### src/rtl/reg_alu_pipe.sv
// reg_alu_pipe
//
// Two-stage register-file / ALU datapath.
// Stage 1 reads operands, with forwarding from the EX register, and computes the result.
// Stage 2 holds the result in the EX register for one cycle and then commits it to the
// register file. A shift-add multiplier takes one bit of the multiplier per cycle and
// stalls issue through the busy output while it runs.
//
// Ports:
//   clk, rst_n          rising-edge clock; asynchronous active-low reset
//   valid_in            issue request, taken on an edge where busy is low
//   write               commit the result to rDst
//   IMM_MUX             operand B source: 1 = imm, 0 = R[rSrc]
//   MEM_MUX             result is mem_data; the ALU is bypassed and the PSR is left alone
//   rSrc, rDst          source and destination register indices
//   aluOp               5-bit operation code
//   pc, imm, mem_data   PC of the issuing instruction, extended immediate, load data
//   dSrc, dDst          forwarded register values (combinational)
//   psrOut              {N,Z,F,L,C}
//   busy                a multiply is in progress and issue is ignored
//   wb_valid, wb_data   a write is pending in EX, and its value

module reg_alu_pipe #(
    parameter int  DATA_W   = 16,
    parameter int  NUM_REGS = 16,
    localparam int RA_W     = $clog2(NUM_REGS)
) (
    input  logic              clk,
    input  logic              rst_n,
    input  logic              valid_in,
    input  logic              write,
    input  logic              IMM_MUX,
    input  logic              MEM_MUX,
    input  logic [RA_W-1:0]   rSrc,
    input  logic [RA_W-1:0]   rDst,
    input  logic [4:0]        aluOp,
    input  logic [DATA_W-1:0] pc,
    input  logic [DATA_W-1:0] imm,
    input  logic [DATA_W-1:0] mem_data,
    output logic [DATA_W-1:0] dSrc,
    output logic [DATA_W-1:0] dDst,
    output logic [4:0]        psrOut,
    output logic              busy,
    output logic              wb_valid,
    output logic [DATA_W-1:0] wb_data
);

    localparam int MSB   = DATA_W - 1;
    localparam int SH_W  = $clog2(DATA_W);
    localparam int CNT_W = $clog2(DATA_W);

    localparam logic [4:0] OP_ADD  = 5'h00;
    localparam logic [4:0] OP_SUB  = 5'h01;
    localparam logic [4:0] OP_AND  = 5'h02;
    localparam logic [4:0] OP_OR   = 5'h03;
    localparam logic [4:0] OP_XOR  = 5'h04;
    localparam logic [4:0] OP_MOV  = 5'h05;
    localparam logic [4:0] OP_CMP  = 5'h06;
    localparam logic [4:0] OP_LSH  = 5'h07;
    localparam logic [4:0] OP_RSH  = 5'h08;
    localparam logic [4:0] OP_MUL  = 5'h09;
    localparam logic [4:0] OP_LINK = 5'h0A;

    // PSR bit positions
    localparam int PSR_N = 4;
    localparam int PSR_Z = 3;
    localparam int PSR_F = 2;
    localparam int PSR_L = 1;
    localparam int PSR_C = 0;

    typedef enum logic {
        S_IDLE = 1'b0,
        S_MUL  = 1'b1
    } state_e;

    state_e            state_q, state_d;
    logic [CNT_W-1:0]  cnt_q, cnt_d;
    logic [DATA_W-1:0] acc_q, acc_d;
    logic [DATA_W-1:0] mcand_q, mcand_d;
    logic [DATA_W-1:0] mplier_q, mplier_d;
    logic [RA_W-1:0]   mulDst_q, mulDst_d;
    logic              mulWrite_q, mulWrite_d;

    logic              exValid_q, exValid_d;
    logic [RA_W-1:0]   exDst_q, exDst_d;
    logic [DATA_W-1:0] exData_q, exData_d;

    logic [4:0]        psr_q, psr_d;
    logic [DATA_W-1:0] regs_q [NUM_REGS];

    logic [DATA_W-1:0] opA;
    logic [DATA_W-1:0] opB;
    logic [DATA_W:0]   addFull;
    logic [DATA_W-1:0] subRes;
    logic [SH_W-1:0]   shAmt;
    logic [DATA_W-1:0] aluRes;
    logic              aluWr;
    logic              setZN;
    logic [4:0]        aluPsr;
    logic [DATA_W-1:0] mulStep;

    // The EX register holds the only result that has not been committed yet.
    // A read that matches its destination takes the EX value. The register file
    // commits that value on the next edge, so neither path returns stale data.
    always_comb begin
        dSrc = regs_q[rSrc];
        dDst = regs_q[rDst];
        if (exValid_q && (exDst_q == rSrc)) begin
            dSrc = exData_q;
        end
        if (exValid_q && (exDst_q == rDst)) begin
            dDst = exData_q;
        end
    end

    assign opA = dDst;
    assign opB = IMM_MUX ? imm : dSrc;

    // Single-cycle ALU. It produces the result, whether the op writes at all,
    // and the PSR the op would leave behind. Flags an op does not name keep psr_q.
    always_comb begin
        addFull = {1'b0, opA} + {1'b0, opB};
        subRes  = opA - opB;
        shAmt   = opB[SH_W-1:0];
        aluRes  = '0;
        aluWr   = 1'b0;
        setZN   = 1'b0;
        aluPsr  = psr_q;
        case (aluOp)
            OP_ADD: begin
                aluRes        = addFull[MSB:0];
                aluWr         = 1'b1;
                setZN         = 1'b1;
                aluPsr[PSR_C] = addFull[DATA_W];
                aluPsr[PSR_F] = (opA[MSB] == opB[MSB]) && (addFull[MSB] != opA[MSB]);
            end
            OP_SUB: begin
                aluRes        = subRes;
                aluWr         = 1'b1;
                setZN         = 1'b1;
                aluPsr[PSR_C] = (opA < opB);
                aluPsr[PSR_F] = (opA[MSB] != opB[MSB]) && (subRes[MSB] != opA[MSB]);
            end
            OP_AND: begin
                aluRes = opA & opB;
                aluWr  = 1'b1;
                setZN  = 1'b1;
            end
            OP_OR: begin
                aluRes = opA | opB;
                aluWr  = 1'b1;
                setZN  = 1'b1;
            end
            OP_XOR: begin
                aluRes = opA ^ opB;
                aluWr  = 1'b1;
                setZN  = 1'b1;
            end
            OP_MOV: begin
                aluRes = opB;
                aluWr  = 1'b1;
                setZN  = 1'b1;
            end
            OP_CMP: begin
                aluPsr[PSR_Z] = (opA == opB);
                aluPsr[PSR_L] = (opA < opB);
                aluPsr[PSR_N] = ($signed(opA) < $signed(opB));
            end
            OP_LSH: begin
                aluRes = opA << shAmt;
                aluWr  = 1'b1;
                setZN  = 1'b1;
            end
            OP_RSH: begin
                aluRes = $signed(opA) >>> shAmt;
                aluWr  = 1'b1;
                setZN  = 1'b1;
            end
            OP_LINK: begin
                aluRes = pc + DATA_W'(1);
                aluWr  = 1'b1;
            end
            default: begin
                aluRes = '0;
            end
        endcase
        if (setZN) begin
            aluPsr[PSR_N] = aluRes[MSB];
            aluPsr[PSR_Z] = (aluRes == '0);
        end
    end

    // One shift-add step: add the multiplicand when the current multiplier bit is set.
    assign mulStep = acc_q + (mplier_q[0] ? mcand_q : '0);

    // Issue and multiply control. The EX register is loaded only on the edge that
    // produces a result, so wb_valid lasts exactly one cycle per write.
    always_comb begin
        state_d    = state_q;
        cnt_d      = cnt_q;
        acc_d      = acc_q;
        mcand_d    = mcand_q;
        mplier_d   = mplier_q;
        mulDst_d   = mulDst_q;
        mulWrite_d = mulWrite_q;
        exValid_d  = 1'b0;
        exDst_d    = exDst_q;
        exData_d   = exData_q;
        psr_d      = psr_q;
        case (state_q)
            S_IDLE: begin
                if (valid_in) begin
                    if (MEM_MUX) begin
                        exValid_d = write;
                        exDst_d   = rDst;
                        exData_d  = mem_data;
                    end else if (aluOp == OP_MUL) begin
                        state_d    = S_MUL;
                        cnt_d      = '0;
                        acc_d      = '0;
                        mcand_d    = opA;
                        mplier_d   = opB;
                        mulDst_d   = rDst;
                        mulWrite_d = write;
                    end else begin
                        exValid_d = write && aluWr;
                        exDst_d   = rDst;
                        exData_d  = aluRes;
                        psr_d     = aluPsr;
                    end
                end
            end
            S_MUL: begin
                acc_d    = mulStep;
                mcand_d  = mcand_q << 1;
                mplier_d = mplier_q >> 1;
                cnt_d    = cnt_q + CNT_W'(1);
                if (cnt_q == CNT_W'(DATA_W - 1)) begin
                    state_d      = S_IDLE;
                    cnt_d        = '0;
                    exValid_d    = mulWrite_q;
                    exDst_d      = mulDst_q;
                    exData_d     = mulStep;
                    psr_d[PSR_N] = mulStep[MSB];
                    psr_d[PSR_Z] = (mulStep == '0);
                end
            end
            default: begin
                state_d = S_IDLE;
            end
        endcase
    end

    always_ff @(posedge clk or negedge rst_n) begin
        if (!rst_n) begin
            state_q    <= S_IDLE;
            cnt_q      <= '0;
            acc_q      <= '0;
            mcand_q    <= '0;
            mplier_q   <= '0;
            mulDst_q   <= '0;
            mulWrite_q <= 1'b0;
            exValid_q  <= 1'b0;
            exDst_q    <= '0;
            exData_q   <= '0;
            psr_q      <= '0;
        end else begin
            state_q    <= state_d;
            cnt_q      <= cnt_d;
            acc_q      <= acc_d;
            mcand_q    <= mcand_d;
            mplier_q   <= mplier_d;
            mulDst_q   <= mulDst_d;
            mulWrite_q <= mulWrite_d;
            exValid_q  <= exValid_d;
            exDst_q    <= exDst_d;
            exData_q   <= exData_d;
            psr_q      <= psr_d;
        end
    end

    // Commit stage: the EX value is written one edge after it was captured.
    always_ff @(posedge clk or negedge rst_n) begin
        if (!rst_n) begin
            for (int i = 0; i < NUM_REGS; i++) begin
                regs_q[i] <= '0;
            end
        end else if (exValid_q) begin
            regs_q[exDst_q] <= exData_q;
        end
    end

    assign busy     = (state_q == S_MUL);
    assign psrOut   = psr_q;
    assign wb_valid = exValid_q;
    assign wb_data  = exData_q;

endmodule

### config.mk
export PLATFORM = sky130hd
export DESIGN_NAME = reg_alu_pipe
export DESIGN_NICKNAME = d
export VERILOG_FILES = /design/src/rtl/reg_alu_pipe.sv
export SDC_FILE = /design/constraint.sdc
export NUM_CORES = 1
export LEC_CHECK = 0
export BUFFER_PORTS_ARGS = -buffer_cell sky130_fd_sc_hd__buf_2
export CORE_UTILIZATION = 45
export DETAILED_ROUTE_END_ITERATION = 16
export GPL_TIMING_DRIVEN = 1
export PLACE_DENSITY = 0.69
export SYNTH_ARGS = -nofsm -noshare
export SYNTH_HDL_FRONTEND = slang
export SYNTH_SLANG_ARGS = --single-unit
### constraint.sdc
create_clock -name clk -period 9.3 [get_ports clk]
set_input_delay 1.86 -clock clk [delete_from_list [all_inputs] [get_ports clk]]
set_output_delay 1.86 -clock clk [all_outputs]
set_load 0.02 [all_outputs]
==> impl_metrics.ini, run 1 <==
[status]
status = completed

[sta]
skew_ps = 24.27
slew-limit-headroom_pct = 18.72
finalMaxSlewViolations = 0
max_freq_mhz = 136.0
hold_viol_final = 0
rsz0062_at_grt = no
setup_viol = 0
finalCriticalPeriod_ps = 7352
setup_tns_ps = 0
post-route-period-util_pct = 79.05
worst-slew-pin-transition_ps = 1210

[cts]
path_clk_slew_ps = 60
clock_latency_ps = 580
cts_buffers = 38
cts.path.max_buffers = 3
cts_tree = built
cts.sinks = 340
post_cts_buffers = 0
postCtsResizedCells = 0
cts_hold_buf = 0
clockRootBuffer = clkbuf_16
cts_max_level = 2

[worst_setup_path]
worstReg2RegEnd = psrOut[3]
cp-end-kind = flop
r2r_cells = 16
critPathKind = primary input to flop
cp.arrival_ps = 7860
r2r_setup_slack_ps = 3280
reg2reg_from = exDst_q[1]
cp_data_required_time_ps = 9810
path_max_fanout = 39
startpoint_type = primary input

[finish]
nNetsFinal = 2453
multi_input_area_um2 = 13880
final_cell_mix = dfrtp_1 (339), nand2_1 (272), mux2_2 (195)
final_common_cell = dfrtp_1
post-route-util_pct = 50.54
layout-drive-gt1-share_pct = 25.90
syn_to_final_growth_pct = 11.09
seq_area_um2 = 8509
fillers = 4591

[synth]
yosys_warnings = 0
synth_ff_type = dfrtp_1
syn_nets = 2399
synth-seq-area-share_pct = 36.45
synth_cells = 2263
synthArstFlopShare_pct = 100.0
synth_cell_types = 81
synth_edf_count = 0
ys_seq_elements = 340
synth_area_per_cell_um2 = 10.31
syn_area_um2 = 23340

[floorplan]
die_x_um = 229.8
num_rows = 83
core-area_um2 = 51300
top_level_ports = 122
die_h_um = 229.8
initial_core_util_pct = 45.50
die_area_um2 = 52790

[global_routing]
grt_pass1_wl_mm = 127.8
top_usage_layer = met2
grt_pass1_vias = 19770
gr-total-overflow = 0
met1_usage_pct = 42.00
globalRouteMet2Util_pct = 51.09
grt_antenna_before_repair = 0
grt_util_met3_pct = 5.717
grt_start_max_net_pins = 194
grtUsageTotal_pct = 32.19

[min_path]
min-delay-start = acc_q[4]
hold_path.class = flop to flop
worstHoldPathCells = 2
whs_endpoint = acc_q[4]

[detailed_routing]
ant_nets = 0
avgRoutedWirePerCell_um = 27.97
avgViaCountPerCell = 6.548
drtPass1Iterations = 6
drc = 0
via_count = 19810
drt_iter0_drc = 2348
finalWirelength_mm = 84.61

[run]
maxCapViolCount = 0

[power]
leakagePower_nw = 11.38
ir_drop_v = 0.0001657
pwr_density_cell_nw_per_um2 = 314.6

[placed_design]
portBuffers = 121
place_congestion = 1.026
dp_hpwl_mm = 60.08
per-layer routing:
layer  vias up  wire length, um
li1       8489                -
met1     10100            34010
met2       974            39420
met3       242             6378
met4         0             4799
met5         -                0
cell type report:
class,instances,area share (%)
multi-input cells,1678,53.53
flip-flops and latches,340,32.82
repair buffers,182,4.266
clock buffers,54,4.208
well taps,680,3.281
inverters,77,1.115
clock inverters,13,0.7721
diodes,1,0.009651
registers in the layout, summed over array words and instances, names as in the netlist, 4 cells and up:
register	count
regs_q	256
acc_q	16
mcand_q	16
mplier_q	16
wb_data	16
psrOut	5
cnt_q	4
exDst_q	4
mulDst_q	4
through the flow:
step | setup slack (ps) | cells | instance area [um2] | hold slack (ps) | total power, W
2_1_floorplan | 2620 | 2263 | 23340 | 434.8 | 0.005089
3_3_place_gp | 1525 | 2957 | 24640 | 464.9 | 0.006371
3_5_place_dp | 1582 | 2957 | 24640 | 472.7 | 0.006482
4_1_cts | 2157 | 3024 | 25930 | 486.0 | 0.008072
5_1_grt | 1833 | 3024 | 25930 | 497.6 | 0.008569
6_report | 1948 | 3025 | 25930 | 486.4 | 0.008158
critical path, stage by stage:
cell	delay (ps)
buf_4	570
xnor2_1	210
and3_1	240
nand2_1	400
o21ai_0	1000
mux2_2	340
inv_1	140
ha_1	420
nor3_1	440
o211ai_1	350
a31oi_1	270
a2bb2oi_1	160
nor4_2	480
or3b_1	400
nor4_2	260
a311oi_1	130
nor2_1	140
worst max path at each step:
stage | slack (ps) | from | end
detailed placement | 1580 | rSrc[0] | psrOut[3]
finish | 1950 | rSrc[0] | psrOut[3]
global placement | 1520 | rSrc[0] | psrOut[3]
CTS | 2160 | rSrc[0] | psrOut[3]
global route | 1830 | rSrc[0] | psrOut[3]
floorplan | 2620 | rSrc[0] | psrOut[3]
where the power goes:
| part | switching (W) | leakage [nW] | internal [W] |
|---|---|---|---|
| registers | 0.000580 | 4.44 | 0.00208 |
| logic | 0.00232 | 6.31 | 0.00160 |
| clock network | 0.000657 | 0.624 | 0.000912 |
| total | 0.00356 | 11.4 | 0.00460 |
cells in the mapped netlist (all sizes together) (19+ instances only):
library cell | n | share of area, %
a21oi | 115 | 2.5
and2 | 23 | 0.62
buf | 56 | 1.5
clkbuf | 112 | 1.8
dfrtp | 340 | 36
ha | 66 | 3.5
inv | 74 | 1.2
mux2 | 195 | 9.4
mux2i | 113 | 4.9
mux4 | 140 | 14
nand2 | 273 | 4.4
nand3 | 33 | 0.71
nor2 | 131 | 2.1
nor3 | 32 | 0.69
o211ai | 28 | 0.90
o21ai | 194 | 4.2
xnor2 | 24 | 0.90
xor2 | 19 | 0.71
cell families (layout without fill, tap and decap cells):
kind of cell | Yosys count | count (layout) | share of synthesized area, %
fa+ha+maj | 69 | 69 | 3.795
buf+inv | 245 | 326 | 4.572
compound gates | 522 | 522 | 14.05
simple gates | 596 | 596 | 11.59
xor+xnor | 43 | 43 | 1.613
mux | 448 | 448 | 27.93
other cells | 0 | 1 | 0
flops | 340 | 340 | 36.45
Power figures use the tool's default switching activity.
==> run 2, diff against run 1 <==
--- a/config.mk
+++ b/config.mk
@@ -9,7 +9,7 @@
 export CORE_UTILIZATION = 45
 export DETAILED_ROUTE_END_ITERATION = 16
 export GPL_TIMING_DRIVEN = 1
-export PLACE_DENSITY = 0.69
+export PLACE_DENSITY = 0.71
 export SYNTH_ARGS = -nofsm -noshare
 export SYNTH_HDL_FRONTEND = slang
 export SYNTH_SLANG_ARGS = --single-unit
==> constraint.sdc (replaced) <==
create_clock -name clk -period 5.9 [get_ports clk]
set_input_delay 1.18 -clock clk [delete_from_list [all_inputs] [get_ports clk]]
set_output_delay 1.18 -clock clk [all_outputs]
set_load 0.02 [all_outputs]
==> impl_metrics.ini, run 2 (same netlist as run 1, synthesis figures left out) <==
[status]
status = completed

[detailed_routing]
drt_iter0_drc = 2434
avgViaCountPerCell = 6.404
avgRoutedWirePerCell_um = 27.78
ant_nets = 0
drc = 0
via_count = 20850
drtPass1Iterations = 5
finalWirelength_mm = 90.44

[power]
power_frac_seq_pct = 29.7
pwr_density_cell_nw_per_um2 = 501.9
leakagePower_nw = 12.56
combPwrFrac_pct = 52.4
p_int_w = 0.007960
p_sw_w = 0.005985
ir_drop_v = 0.0003299
total_power_w = 0.01394
p_sw_share_pct = 42.92
pwr-share-clk_pct = 17.9

[sta]
hold_ws_ps = 477.1
finalMaxSlewViolations = 0
setup_tns_ps = 0
worst-slew-pin-transition_ps = 1291
finalCriticalPeriod_ps = 5731
hold_viol_final = 0
rsz0062_at_grt = no
post-route-period-util_pct = 97.13
slew-limit-headroom_pct = 11.50
setup_viol = 0
max_freq_mhz = 174.5
skew_ps = 43.64

[global_routing]
grt_antenna_before_repair = 0
grt_pass1_vias = 20870
grtUsageTotal_pct = 34.37
grt_start_max_net_pins = 133
grt_pass1_wl_mm = 135.4
gr-total-overflow = 0

[floorplan]
top_level_ports = 122
die_x_um = 229.8
die_area_um2 = 52790
die_h_um = 229.8
core-area_um2 = 51300
initial_core_util_pct = 45.50
num_rows = 83

[cts]
cts.sinks = 340
cts_tree = built
post_cts_buffers = 0
cts.path.max_buffers = 3
cts_buffers = 39
clockRootBuffer = clkbuf_16
path_clk_slew_ps = 60
clock_latency_ps = 590
cts_max_level = 2

[finish]
fillers = 4503
layoutNonFillerInstCount = 3256
post-route-util_pct = 54.16
final_common_cell = dfrtp_1
multi_input_area_um2 = 13880
layout-drive-gt1-share_pct = 32.85
syn_to_final_growth_pct = 19.03
largest_register_ffs = 256
seq_area_um2 = 8509
final_cell_mix = dfrtp_1 (339), buf_4 (280), nand2_1 (272)
regMostFlops = regs_q
nNetsFinal = 2683

[worst_setup_path]
cp.arrival_ps = 6180
cp_data_required_time_ps = 6350
cp-end-kind = flop
startpoint_type = primary input
path_max_fanout = 10
critPathKind = primary input to flop
r2r_cells = 19

[run]
maxCapViolCount = 0

[min_path]
hold_path.class = flop to flop
worstHoldPathCells = 2

[placed_design]
portBuffers = 121
place_congestion = 1.015
dp_cells = 3186
dp_hpwl_mm = 67.32
-- run 2: changes by cell type in the layout (fill, tap and decap cells not counted), moves of 3 or more --
cell      previous run  this run
nand2b_1            14        17
buf_12               2        11
buf_4               62       280
nor3_2               1         4
clkbuf_8             8        13
clkinv_2             2         6
nor3_1              31        28
nor2_4               6         0
nor2_2               4        10
clkbuf_1             8         4
nand2b_2             3         0
-- run 2: worst paths after layout --
check,from,end,slack (ps)
min in group asynchronous,rst_n,regs_q[23],660
min,psrOut[0],psrOut[0],480
max reg2reg,regs_q[6],wb_data[9],680
max,rSrc[0],wb_data[9],170
max in group asynchronous,rst_n,regs_q[95],4080
min reg2reg,psrOut[0],psrOut[0],480
-- run 2: worst max-delay path, cell delays in order --
cell and delay [ps]:
buf_4 190, buf_12 170, mux4_2 500, mux4_2 530
o21ai_0 110, o21ai_1 150, mux2_2 340, ha_1 210
or3_1 400, or2_2 290, o311a_1 190, a21o_1 220
a21oi_2 190, o221ai_1 140, a211o_1 350, a221oi_1 260
buf_4 200, nor2_1 50, a21oi_1 130, o211ai_1 170
o21a_1 190
-- run 2: cell type report --
type | count | share of cell area, %
antenna | 1 | 0.009006
clock buffer | 56 | 4.210
clock inverter | 13 | 0.5134
inverter | 77 | 1.040
multi-input combinational | 1678 | 49.96
sequential | 340 | 30.63
tap | 680 | 3.062
timing repair buffer | 411 | 10.58
-- run 2: power by group through the flow --
stage / Combinational, W / Clock, W / Sequential [W]
3_5_place_dp: 0.00710 / 0 / 0.00412
3_3_place_gp: 0.00700 / 0 / 0.00403
6_report: 0.00731 / 0.00250 / 0.00414
2_1_floorplan: 0.00417 / 0 / 0.00386
4_1_cts: 0.00714 / 0.00252 / 0.00410
5_1_grt: 0.00775 / 0.00261 / 0.00424
-- run 2: timing repair --
action | CTS | global route
setup endpoints to repair | 0 | 7
hold buffers | 0 | 0
resized for setup | 0 | 9
-- run 2: per-stage QoR --
stage                     worst slack [ps]  instance area (um2)
final                                169.5                27790
after global routing                 5.963                27780
after CTS                            77.20                27750
after detailed placement            -501.2                26440
after global placement              -441.8                26440
after floorplan                      41.60                23350
-- run 2: layer usage --
metal	vias to the layer above	part of all wire, %	GRT usage [%]
li1	8958	-	-
met1	10520	39	43.80
met2	1100	48	56.61
met3	272	6.9	5.196
met4	0	5.7	18.05
met5	-	0	0
